## config.mk

```make
export PLATFORM = sky130hd
export DESIGN_NAME = hilo_unit
export DESIGN_NICKNAME = d
export VERILOG_FILES = /design/src/rtl/hilo_pkg.sv /design/src/rtl/hilo_div_step.sv /design/src/rtl/hilo_unit.sv
export SDC_FILE = /design/constraint.sdc
export NUM_CORES = 1
export LEC_CHECK = 0
export BUFFER_PORTS_ARGS = -buffer_cell sky130_fd_sc_hd__buf_2
export CAP_MARGIN = 40
export CORE_ASPECT_RATIO = 2
export CORE_UTILIZATION = 28
export CTS_CLUSTER_DIAMETER = 200
export DETAILED_ROUTE_END_ITERATION = 12
export PLACE_DENSITY = 0.55
export SLEW_MARGIN = 40
export SYNTH_ARGS = -nofsm -noshare
export SYNTH_HDL_FRONTEND = slang
export SYNTH_HIERARCHICAL = 1
export SYNTH_SLANG_ARGS = --single-unit
```

## constraint.sdc

```tcl
create_clock -name clk -period 5.05 [get_ports clk]
set_input_delay 0 -clock clk [delete_from_list [all_inputs] [get_ports clk]]
set_output_delay 0 -clock clk [all_outputs]
set_load 0.05 [all_outputs]
```

## src/rtl/hilo_pkg.sv

```systemverilog
`default_nettype none
// ============================================================================
//  Module      : hilo_pkg
//  Description : Shared types and constants for the HI/LO register unit:
//                FSM state type, data width, divide iteration count and
//                read-select encodings.
//  Revision    : 1.0 - initial release
// ============================================================================
package hilo_pkg;

    localparam int DATA_W    = 32;
    localparam int DIV_ITERS = 32;
    localparam int CNT_W     = 5;

    localparam logic RD_LO = 1'b0;
    localparam logic RD_HI = 1'b1;

    typedef enum logic [1:0] {
        IDLE = 2'd0,
        DIV  = 2'd1,
        DONE = 2'd2
    } hilo_state_t;

endpackage : hilo_pkg
`default_nettype wire

```

## src/rtl/hilo_div_step.sv

```systemverilog
`default_nettype none
// ============================================================================
//  Module      : div_step
//  Description : One restoring-division step. Shifts {rem, quot} left by one,
//                trial-subtracts the divisor from the widened remainder and
//                either keeps the difference (quotient bit 1) or restores
//                the shifted remainder (quotient bit 0).
//  Revision    : 1.0 - initial release
// ============================================================================
module div_step
    import hilo_pkg::*;
(
    input  logic [DATA_W-1:0] rem,
    input  logic [DATA_W-1:0] quot,
    input  logic [DATA_W-1:0] divisor,
    output logic [DATA_W-1:0] rem_nxt,
    output logic [DATA_W-1:0] quot_nxt
);

    logic [DATA_W:0] w_shifted;
    logic [DATA_W:0] w_diff;

    // 33-bit trial subtraction; the sign bit of the difference selects keep or restore.
    // When the restore path is taken the shifted value is below the divisor,
    // so dropping its top bit loses nothing.
    always_comb begin
        w_shifted = {rem, quot[DATA_W-1]};
        w_diff    = w_shifted - {1'b0, divisor};
        if (!w_diff[DATA_W]) begin
            rem_nxt  = w_diff[DATA_W-1:0];
            quot_nxt = {quot[DATA_W-2:0], 1'b1};
        end else begin
            rem_nxt  = w_shifted[DATA_W-1:0];
            quot_nxt = {quot[DATA_W-2:0], 1'b0};
        end
    end

endmodule : div_step
`default_nettype wire

```

## src/rtl/hilo_unit.sv

```systemverilog
`default_nettype none
// ============================================================================
//  Module      : hilo_unit
//  Description : HI/LO register pair. Loads a 64-bit multiply product in one
//                cycle or runs a 32-step unsigned restoring divide, committing
//                remainder to HI and quotient to LO. HI/LO are read through
//                a combinational select.
//  Revision    : 1.0 - initial release
// ============================================================================
module hilo_unit
    import hilo_pkg::*;
(
    input  logic                clk,
    input  logic                rst,
    input  logic                mul_we,
    input  logic [63:0]         R64,
    input  logic                div_start,
    input  logic [DATA_W-1:0]   A,
    input  logic [DATA_W-1:0]   B,
    input  logic                rd_sel,
    output logic [DATA_W-1:0]   rd_data,
    output logic                busy,
    output logic                done,
    output logic                dz
);

    hilo_state_t        r_state;
    hilo_state_t        w_state_nxt;
    logic [CNT_W-1:0]   r_cnt;
    logic [DATA_W-1:0]  r_rem;
    logic [DATA_W-1:0]  r_quot;     // holds the latched dividend before the first step
    logic [DATA_W-1:0]  r_div;      // latched divisor
    logic [DATA_W-1:0]  r_hi;
    logic [DATA_W-1:0]  r_lo;
    logic [DATA_W-1:0]  w_rem_nxt;
    logic [DATA_W-1:0]  w_quot_nxt;
    logic               w_last;

    div_step u_div_step (
        .rem      (r_rem),
        .quot     (r_quot),
        .divisor  (r_div),
        .rem_nxt  (w_rem_nxt),
        .quot_nxt (w_quot_nxt)
    );

    assign w_last = (r_cnt == CNT_W'(DIV_ITERS - 1));

    // State register.
    always_ff @(posedge clk or posedge rst) begin
        if (rst) begin
            r_state <= IDLE;
        end else begin
            r_state <= w_state_nxt;
        end
    end

    // Next-state and status outputs; a divide start always wins over a multiply load.
    always_comb begin
        w_state_nxt = r_state;
        busy        = 1'b0;
        done        = 1'b0;
        dz          = 1'b0;
        case (r_state)
            IDLE: begin
                if (div_start) begin
                    w_state_nxt = DIV;
                end
            end
            DIV: begin
                busy = 1'b1;
                if (w_last) begin
                    w_state_nxt = DONE;
                end
            end
            DONE: begin
                busy        = 1'b1;
                done        = 1'b1;
                dz          = (r_div == '0);
                w_state_nxt = IDLE;
            end
            default: begin
                w_state_nxt = IDLE;
            end
        endcase
    end

    // Datapath: operand latches, iteration counter and HI/LO updates.
    // HI/LO are written only by an idle multiply load or the final divide step,
    // so an aborted divide never leaks a partial result.
    always_ff @(posedge clk or posedge rst) begin
        if (rst) begin
            r_cnt  <= '0;
            r_rem  <= '0;
            r_quot <= '0;
            r_div  <= '0;
            r_hi   <= '0;
            r_lo   <= '0;
        end else begin
            case (r_state)
                IDLE: begin
                    if (div_start) begin
                        r_rem  <= '0;
                        r_quot <= A;
                        r_div  <= B;
                        r_cnt  <= '0;
                    end else if (mul_we) begin
                        r_hi <= R64[63:32];
                        r_lo <= R64[31:0];
                    end
                end
                DIV: begin
                    r_rem  <= w_rem_nxt;
                    r_quot <= w_quot_nxt;
                    r_cnt  <= r_cnt + CNT_W'(1);
                    if (w_last) begin
                        r_hi <= w_rem_nxt;
                        r_lo <= w_quot_nxt;
                    end
                end
                default: begin
                end
            endcase
        end
    end

    // Combinational read port.
    always_comb begin
        rd_data = (rd_sel == RD_HI) ? r_hi : r_lo;
    end

endmodule : hilo_unit
`default_nettype wire

```

## After elaboration in Yosys (flattened, before gate mapping)

Cells that the tools add are included.

- Add/subtract/negate cells: 2
- Eq/ne operators: 7
- Mux-type cells: 23
- Reductions and logical operators: 8

Operator list:

| operator | number |
|---|---|
| $mux W32 | 10 |
| $pmux W32 S2 | 4 |
| $sub A33 B32 Y33 | 1 |
| $logic_not A32 Y1 | 1 |
| $pmux W5 S2 | 1 |
| $ne A2 B2 Y1 const B | 4 |
| $reduce_and A2 Y1 | 3 |
| $add A5 B1 Y5 const B | 1 |
| $eq A5 B5 Y1 const B | 1 |
| $mux W5 | 1 |
| $mux W1 | 4 |
| $mux W2 | 2 |
| $pmux W2 S2 | 1 |
| $reduce_and A4 Y1 | 1 |
| $eq A2 B1 Y1 const B | 1 |
| $eq A2 B2 Y1 const B | 1 |
| $logic_not A2 Y1 | 1 |
| $reduce_bool A2 Y1 | 1 |
| $reduce_or A2 Y1 | 1 |

- Bits in registers: 167
- Input bits: 133
- Output and inout port bits: 35

## Logic depth before layout (Yosys ltp)

- Depth in word-level cells: 4
- Depth in mapped cells: 17
- Depth with buffers taken out: 15

## Cells and area by module

The synthesis kept the hierarchy.

By module, submodules not included:

| module | times used | cells each | area each (µm²) | sequential area each (µm²) |
|---|---|---|---|---|
| hilo_unit | 1 | 643 | 7564.8 | 4179.0 |
| div_step | 1 | 340 | 2549.9 | 0.0 |

## Worst setup path after synthesis

OpenSTA, ideal clock, no wires.

- Kind: flip-flop to flip-flop
- Start point: register r_quot[31]
- End point: register r_hi[15]
- Library setup time: 0.126 ns
- Arrival: 3.246 ns
- Setup slack: 1.678 ns
- Cell stages (with the launch flop): 18
- Path buffers: 2
- Period minus slack after synthesis: 3.372 ns
- Cells stage by stage: dfrtp_1 > inv_1 > ha_1 > fa_1 > and2b_1 > o2111ai_2 > a21oi_2 > o211ai_2 > a211oi_4 > nor2_4 > mux2i_4 > and2_4 > buf_12 > inv_8 > buf_12 > mux2_4 > mux2i_1 > a21oi_1

- Word-level cells in the longest chain between the ends: 4

Ends and longest elaborated chain:

| element | line | RTL |
|---|---|---|
| start, declared | hilo_unit.sv:31 | `logic [DATA_W-1:0] r_quot;` |
| start signal, assigned | hilo_unit.sv:114 | `r_quot <= w_quot_nxt;` |
| $sub A33 B32 Y33 | hilo_div_step.sv:28 | `w_diff = w_shifted - {1'b0, divisor};` |
| $mux W32 | hilo_div_step.sv:29 | `if (!w_diff[DATA_W]) begin` |
| net w_rem_nxt[15] | hilo_unit.sv:35 | `logic [DATA_W-1:0] w_rem_nxt;` |
| $mux W32 | hilo_unit.sv:116 | `if (w_last) begin` |
| $pmux W32 S2 | hilo_unit.sv:100 | `case (r_state)` |
| end signal, assigned | hilo_unit.sv:108 | `r_hi <= R64[63:32];` |
| end signal, assigned | hilo_unit.sv:117 | `r_hi <= w_rem_nxt;` |
| end, declared | hilo_unit.sv:33 | `logic [DATA_W-1:0] r_hi;` |

The timed path passes the listed nets, and every way through them passes these cells. The select of a mux whose other input is x is not followed.
A chain may end at the register's enable or synchronous reset.

## Worst setup path after layout

- Start point: register r_div[15]
- End point: register r_hi[26]

- Word-level cells in the longest chain between the ends: 4

Ends and longest elaborated chain:

| element | line | RTL |
|---|---|---|
| start, declared | hilo_unit.sv:32 | `logic [DATA_W-1:0] r_div;` |
| start signal, assigned | hilo_unit.sv:96 | `r_div <= '0;` |
| start signal, assigned | hilo_unit.sv:105 | `r_div <= B;` |
| $sub A33 B32 Y33 | hilo_div_step.sv:28 |  |
| $mux W32 | hilo_div_step.sv:29 |  |
| net w_rem_nxt[26] | hilo_unit.sv:35 |  |
| $mux W32 | hilo_unit.sv:116 |  |
| $pmux W32 S2 | hilo_unit.sv:100 |  |

The timed path passes the listed nets, and every way through them passes these cells. The select of a mux whose other input is x is not followed.

==> impl_metrics.tcl <==
set metrics [dict create \
    wl_um 29870 \
    synth.largest_area_cell "dfrtp_1" \
    min_path_type "in -> async" \
    ys_ff_latch 167 \
    first_iter_violations 309 \
    core_area_um2 35680 \
    io_pins 168 \
    vdd_drop_max_mv 0.2962 \
    synth_top_family_by_area "multiplexers" \
    cp.arrival_ps 4040 \
    clk_latency_ps 450 \
    die_area_um2 36930 \
    syn_area_per_cell_um2 10.29 \
    grt_use_total_pct 16.93 \
    max_cap_violations 0 \
    setup_viol 0 \
    root_buffer "clkbuf_16" \
    seq_area_frac_synth_pct 41.32 \
    swShare_pct 46.59 \
    cts_resized 0 \
    grt_antenna_before_repair 1 \
    ys_top_cells_by_area "dfrtp_1, mux2i_1, mux2_2" \
    die_w_um 136.4 \
    nets 1391 \
    synth_cell_types 61 \
    hold_viol 0 \
    crit_fanout 25 \
    final.setup.tns_ps 0 \
    path_clk_slew_ps 70 \
    cts_buffers 17 \
    ant_nets 0 \
    grt_pass1_wl_um 47030 \
    switchingPower_uw 4360 \
    whs_ps 180.1 \
    run_status "completed" \
    reg2reg_to "r_hi[26]" \
    finalCritPeriodShare_pct 73.91 \
    grt_max_degree 87 \
    port_buffers 167 \
    synth_compound_area_share_pct 14.76 \
    cts_tree "yes" \
    syn_to_final_growth_pct 27.73 \
    crit_path_end_kind "flop" \
    dr_total_vias 8047 \
    start_util_pct 28.35 \
    gp_congestion 0.9212 \
    wl_per_cell_um 17.75 \
    combPwrFrac_pct 59.8 \
    crit_path_start_kind "flop" \
    die_y_um 270.8 \
    worstSetupPathType "reg -> reg" \
    rrSetupSlack_ps 1320 \
    power_uw 9359 \
    skew_ps 13.42 \
    drc_errors 0 \
    synth-adder-area-share_pct 4.899 \
    worst_r2r_path_depth 14 \
    drt_first_pass_iters 4 \
    synth.cell_area_um2 10110 \
    via_per_inst 4.781 \
    finalMaxSlewViolations 0 \
    period_needed_ps 3732 \
    synth_edf_count 0 \
    worst_slew_pin_slew_ps 830.8 \
    synth-xor-area-share_pct 2.251 \
    grt_pass1_vias 8509 \
    final_layout_size_suffix_gt1_share_pct 25.49 \
    row_count 98 \
    power.density_nw_per_um2 724.4 \
    synth_nets 1155 \
    cts_buffer_depth 2 \
    synth_top_area_share_pct 41.32 \
    max_slew_margin_pct 44.61 \
    timing.fmax_ghz 0.2679 \
    synth_flop_cell "dfrtp_1" \
    dp_hpwl_um 21630 \
    synth_mux_area_share_pct 20.63 \
    required_ps 5360 \
    synthSimpleGateAreaFrac_pct 8.585 \
    cellLeakagePower_uw 0.006080 \
    r2r-start "r_div[15]" \
    ys_warn_count 6 \
    async_flop_share_pct 100.0 \
    p_seq_share_pct 26.2 \
    rsz0062_at_grt "no" \
    cts_sinks 167 \
    grt_overflow_total 0 \
    synth_cells 983 \
    h-tree-depth 4 \
    internal_power_uw 4999 \
    p_clk_share_pct 14.0 \
]
[synth_stat cells, types with 14 or more instances]
cell type and number:
mux2_2 70, buf_2 37, mux2_4 19, a21oi_1 95, mux2i_1 99, ha_1 38, nand2_1 55, dfrtp_1 167
inv_1 44, buf_4 40, nor2_1 73, nand3_1 14, xnor2_1 14, o21ai_0 55, a22o_1 36
[layer usage]
| metal | global-route usage, % | vias up | routed length, um |
|---|---|---|---|
| met3 | 2.623 | 73 | 946 |
| met1 | 18.35 | 3841 | 11590 |
| met2 | 30.16 | 194 | 15730 |
| met4 | 10.32 | 0 | 1614 |
| met5 | 0 | - | 0 |
| li1 | - | 3939 | - |
[flip-flops by register name, summed over array words and instances (netlist names)]
| name | cells |
|---|---|
| r_div | 32 |
| r_hi | 32 |
| r_lo | 32 |
| r_quot | 32 |
| r_rem | 32 |
| r_cnt | 5 |
| r_state | 2 |
[power by group through the flow]
| stage | Combinational [uW] | Clock, uW | Sequential, uW |
|---|---|---|---|
| 2_1_floorplan | 4680 | 0 | 2280 |
| 3_3_place_gp | 5440 | 0 | 2470 |
| 3_5_place_dp | 5490 | 0 | 2480 |
| 4_1_cts | 5600 | 1360 | 2470 |
| 5_1_grt | 6100 | 1400 | 2550 |
| 6_report | 5590 | 1310 | 2460 |
[worst max-delay path by stage]
stage                    end        from
floorplan           r_cnt[0]         rst
global placement    r_hi[23]   r_div[15]
detailed placement  r_hi[28]  r_quot[31]
CTS                 r_hi[28]   r_div[15]
global route        r_hi[28]   r_div[23]
finish              r_hi[26]   r_div[15]
[cell usage in the layout (no fill, tap or decap), types with 7 or more instances in the layout]
master	count
o21ai_0	54
xor2_1	12
nand4_1	7
nand2_1	55
dfrtp_1	167
xnor2_1	14
inv_1	43
ha_1	37
clkbuf_16	17
nand3_1	14
nor3_1	7
a21oi_1	94
dlygate4sd3_1	130
mux2_2	70
a21o_1	13
mux2i_1	99
mux2_4	19
buf_4	8
a22o_1	36
and3_1	9
nor2_1	73
buf_2	167
[metrics by stage]
| stage | cells | worst slack (ps) | utilization (%) | instance area [um^2] |
|---|---|---|---|---|
| finish | 1683 | 1318 | 36.21 | 12920 |
| global placement | 1520 | 1377 | 30.92 | 11030 |
| global route | 1683 | 1096 | 36.21 | 12920 |
| floorplan | 983 | 531.6 | - | 10110 |
| detailed placement | 1520 | 1336 | 30.92 | 11030 |
| CTS | 1682 | 1337 | 36.19 | 12910 |
[critical path, cell delays in order (launching register included)]
cell and delay (ps):
dfrtp_1 430, inv_1 90, ha_1 360, a21o_1 210
a21o_1 190, a21oi_1 230, o211ai_1 130, a41o_1 340
nor2_4 150, mux2i_4 390, and2_4 310, inv_8 130
mux2_4 330, mux2i_1 170, a21oi_1 100
[area by class of cell]
cell class | count | area [um^2]
Sequential cell | 167 | 4179
Antenna cell | 1 | 2.502
Multi-Input combinational cell | 682 | 5207
Clock inverter | 14 | 138.9
Inverter | 45 | 181.4
Clock buffer | 18 | 439.2
Tap cell | 450 | 563.0
Fill cell | 3556 | 22760
Timing Repair Buffer | 306 | 2208
[kinds of logic after synthesis]
| group | after synthesis |
|---|---|
| muxes | 189 |
| adders and majority gates | 39 |
| DFF | 167 |
| and+or+nand+nor | 191 |
| xor gates and xnor gates | 26 |
| AOI/OAI and AO/OA | 237 |
| buffers and inverters | 134 |
[what timing repair did]
action | 4_1_cts | 5_1_grt
buffers inserted | 0 | 0
hold buffers | 130 | 0
hold endpoints to repair | 192 | 0
Power figures use the tool's default switching activity.
